[config.mk]
export PLATFORM = sky130hd
export DESIGN_NAME = d_stream_sender
export DESIGN_NICKNAME = d
export VERILOG_FILES = /design/src/rtl/hierIncludeCInclude_package.sv /design/src/rtl/d_stream_sender.sv
export SDC_FILE = /design/constraint.sdc
export NUM_CORES = 1
export LEC_CHECK = 0
export ABC_AREA = 1
export CORE_ASPECT_RATIO = 1.25
export CORE_UTILIZATION = 40
export CTS_BUF_LIST = sky130_fd_sc_hd__clkbuf_4
export DETAILED_ROUTE_END_ITERATION = 8
export PLACE_DENSITY_LB_ADDON = 0.2
export REMOVE_ABC_BUFFERS = 1
export SYNTH_ARGS = -nofsm -noshare
export SYNTH_HDL_FRONTEND = slang
export SYNTH_SLANG_ARGS = --single-unit
[constraint.sdc]
create_clock -name clk -period 2.3 [get_ports clk]
set_input_delay 0.345 -clock clk [delete_from_list [all_inputs] [get_ports clk]]
set_output_delay 0.345 -clock clk [all_outputs]
set_load 0.05 [all_outputs]
[src/rtl/hierIncludeCInclude_package.sv]
// Shared types and constants for the d-stream burst sender.
package hierIncludeCInclude_package;

  localparam int D_SIZE         = 3;
  localparam int C_ANOTHER_SIZE = 10;
  localparam int LEN_W          = 4;

  localparam logic [LEN_W-1:0] MAX_LEN = LEN_W'(C_ANOTHER_SIZE);

  typedef logic [D_SIZE-1:0] dT;

  typedef struct packed {
    dT d;
  } dSt;

  typedef enum logic [3:0] {
    IDLE = 4'h0,
    SEND = 4'h1,
    DONE = 4'h2,
    ERR  = 4'h3
  } cStateT;

  localparam cStateT RESET_STATE = IDLE;

endpackage

[src/rtl/d_stream_sender.sv]
// Burst sender: a request of (seed, len) produces len incrementing items
// on a valid/ready stream, followed by a one-cycle done (or err) pulse.
module d_stream_sender
  import hierIncludeCInclude_package::*;
(
  input  logic       clk,
  input  logic       rst,
  input  logic       start_vld,
  output logic       start_rdy,
  input  dT          start_seed,
  input  logic [3:0] start_len,
  output logic       d_vld,
  input  logic       d_rdy,
  output dSt         d_data,
  output logic       d_last,
  output logic       done,
  output logic       err,
  output cStateT     state_o
);

  cStateT           state, next_state;
  logic [LEN_W-1:0] cnt, next_cnt;
  dT                data, next_data;
  logic             len_ok;

  always_ff @(posedge clk) begin
    if (rst) begin
      state <= RESET_STATE;
      cnt   <= '0;
      data  <= '0;
    end else begin
      state <= next_state;
      cnt   <= next_cnt;
      data  <= next_data;
    end
  end

  assign len_ok = (start_len != '0) && (start_len <= MAX_LEN);

  always_comb begin
    next_state = state;
    next_cnt   = cnt;
    next_data  = data;
    start_rdy  = 1'b0;
    d_vld      = 1'b0;
    done       = 1'b0;
    err        = 1'b0;

    case (state)
      IDLE: begin
        start_rdy = 1'b1;
        if (start_vld) begin
          if (len_ok) begin
            next_state = SEND;
            next_cnt   = start_len;
            next_data  = start_seed;
          end else begin
            next_state = ERR;
          end
        end
      end
      SEND: begin
        // A zero count here can only come from corruption; bail out rather than underflow.
        if (cnt == '0) begin
          next_state = IDLE;
        end else begin
          d_vld = 1'b1;
          if (d_rdy) begin
            next_data = data + dT'(1);
            next_cnt  = cnt - LEN_W'(1);
            if (cnt == LEN_W'(1)) begin
              next_state = DONE;
            end
          end
        end
      end
      DONE: begin
        done       = 1'b1;
        next_state = IDLE;
      end
      ERR: begin
        err        = 1'b1;
        next_state = IDLE;
      end
      default: begin
        next_state = IDLE;
      end
    endcase
  end

  assign d_last   = d_vld && (cnt == LEN_W'(1));
  assign d_data   = '{d: data};
  assign state_o  = state;

endmodule

==> run summary <==
The min-delay analysis places its worst path in the category register to register. The worst setup path is of the register to output port kind. The count of nets left with antenna violations once routing finished came out at 0. The tools report the number of max-cap violations as 0.

The worst-case IR drop observed on VDD is 0.309 mV. Once detailed placement completed, the half-perimeter wirelength came to 1.12 mm. The run gives 539 as the number of global-route vias before repair. The proportion of synthesized area in mux cells was 0%.

During I/O placement, the number of pins put on the boundary was 23. From left edge to right edge, the die measures 38.5 µm. Clock tree synthesis inserted a total of 3 buffers.

Summing the areas of all fa, ha and maj instances in the mapped netlist gives 5.65% of the synthesized area. The logs give 0 ns for the total negative slack and 42.5% for the initial standard-cell utilization of the core. On the final layout, the worst clock skew is 0.00108 ns. The filler cells instantiated in the layout total 171. Yosys printed 0 warnings. In this run the cell area of the synthesized design comes to 664 µm².

In the layout the commonest cells are nand2_1 (37), nor2_1 (18), clkdlybuf4s50_1 (18). After synthesis the netlist holds a flip-flop and latch count of 9. The count of cell types in the netlist is 16.

The initial antenna violation count is 0, and the measured slew at the worst slew-check pin is 0.500 ns. The number of antenna diodes in the final layout is 0. The flow ran to the end, and the final reports show no timing, DRC or antenna violations. Once layout is complete, the cells apart from fillers number 151. Share of final-layout standard cells stronger than drive strength 1: 6.77%. Data on the critical path is required at its endpoint by 1.96 ns. After synthesis, the largest family of logic cells by area is simple AND/OR/NAND/NOR gates. The number of clock sinks came out at 9. The count of instances resized after the clock tree is built is 0, and the per-cell routed wire length is 9.44 µm. The number of setup buffers added after CTS is 0.

Compared with the post-synthesis result, the final layout area differs by 32.8%. The post-synthesis average cell area was 5.93 µm²; the total count of hold-check failures in the final report was 0. The via count normalized by instance count works out to 4.57. Setup violations remaining at the end of the flow were counted as 0. The total number of placement rows was 16; the core area was 1560 µm². The tools report the arrival time at the worst endpoint as 1.74 ns. The xor-xnor portion of the synthesized cell area was 0%; the overflow left after global routing was 0. Counting every instance in the synthesized netlist gives 112.

The worst pin sits at a relative slew slack of 66.6%. Remaining routing DRC violations: 0. The worst setup path is captured at an output port.

The die covers 1830 µm². The first-pass iteration count of the detailed router was 4. The sequential share of the synthesized area was 27.1%.

Simple-gate share of the synthesized area: 46.0%. The library cell used most frequently in the layout, excluding fill and tap cells, is nand2_1. The power per standard cell area is 753 nW/µm², and the final critical-path share of the clock period is 90.7%. The count of buffers added on input and output ports is 20. Hold repair after CTS inserted 0 buffers. The count of placed standard cells including taps came out at 147. The tree is rooted in a clkbuf_4.

The final route contains 690 vias. The run gives 13 as the maximum number of pins on one net before global-route repair. The clock passes through at most 2 buffers. Subtracting the final worst setup slack from the clock period gives 2.09 ns.

In this run the worst path has a maximum fanout of 6. TritonCTS built the clock tree. The height of the die works out to 47.6 µm. The compound-cell area share of the yosys netlist works out to 8.29%. For the register-to-register setup slack, the log shows 0.73 ns. Wire length of the first global-routing pass: 2.17 mm. Routability-driven placement finished with a final weighted congestion of 0.802. The launching element type of the critical path was a register. The run gives 0 as the max-slew violation total from the final report.

The clock-pin slew reported for the worst setup and hold paths after clock tree synthesis came out at 0.06 ns. At the later pin of the worst-skew pair, clock insertion delay measures 0.26 ns. The final layout contains 148 nets. Setup repair after global routing left no endpoint under its margin. Global routing consumed, over all layers together, 17.2% of the routing resources. The routed design has 1.43 mm of wire. Count of routing violations after the opening detailed-route iteration: 6. The H-tree depth is 1, and the achievable frequency is 480 MHz.

For this design the static power due to leakage is 0.000455 µW.
[worst paths after layout]
kind                            cells past startpoint   endpoint       start
worst max-delay path                                2  start_rdy  state_o[1]
worst min-delay path                                2     cnt[1]      cnt[1]
worst max register to register                      9     cnt[3]      cnt[0]
worst min register to register                      2     cnt[1]      cnt[1]
[area by class of cell]
type                            count  area (µm²)  area share [%]
Tap cell                           18        22.5            2.55
Clock buffer                        4        30.0            3.40
Sequential cell                     9         180            20.4
Inverter                           13        48.8            5.53
Timing Repair Buffer               20         195            22.1
Multi-Input combinational cell     87         405            46.0
[metrics by stage]
stage	worst slack, ns	hold WS, ns	area [µm²]	total power (µW)	util, %
after floorplan	0.181	0.417	634	440	-
after global placement	0.493	0.495	852	528	54.6
after detailed placement	0.490	0.507	852	533	54.6
after CTS	0.204	0.521	882	671	56.5
after global routing	0.149	0.548	882	715	56.5
final	0.215	0.516	882	664	56.5
[cells by family (layout without fill, tap and decap cells)]
| logic type | count (synthesis) | after routing |
|---|---|---|
| and+or+nand+nor | 71 | 71 |
| buffers and inverters | 17 | 37 |
| AOI/OAI and AO/OA | 11 | 11 |
| DFF | 9 | 9 |
| adders and majority gates | 3 | 3 |
| other | 1 | 2 |
[state kept, by name (all words and copies together) (netlist names)]
signal and count:
state_o 2, cnt 4, d_data 3
[metal layers]
layer	wire length, µm	vias up	track usage [%]
met5	0	-	0
met4	12	0	6.21
met3	48	4	4.19
met2	671	11	30.2
met1	692	289	20.3
li1	-	386	-
[synthesized netlist by cell type]
library cell | instances | share of area [%]
buf_6 | 1 | 1.7
nand3_1 | 8 | 6.0
nor2_1 | 18 | 10
dfxtp_1 | 9 | 27
nand3b_1 | 4 | 4.5
o21ai_0 | 4 | 3.0
or2_2 | 1 | 0.94
nand2_2 | 1 | 0.94
nand2_1 | 37 | 21
ha_1 | 3 | 5.7
buf_4 | 3 | 3.4
nor3_1 | 1 | 0.75
inv_1 | 13 | 7.3
nor2_4 | 1 | 1.7
a21oi_1 | 7 | 5.3
conb_1 | 1 | 0.56
[worst max-delay path, cell delays in order, from the launching register on]
cell and delay, ns:
dfxtp_1 0.37, nor2_1 0.26, clkdlybuf4s50_1 0.85
[where the power goes]
group | total [µW] | switching [µW] | internal [µW] | leakage, µW
Combinational | 322 | 207 | 115 | 0.000362
Clock | 136 | 57.4 | 78.8 | 0.0000184
Sequential | 206 | 24.6 | 181 | 0.0000744
(Power assumes the default switching activity.)
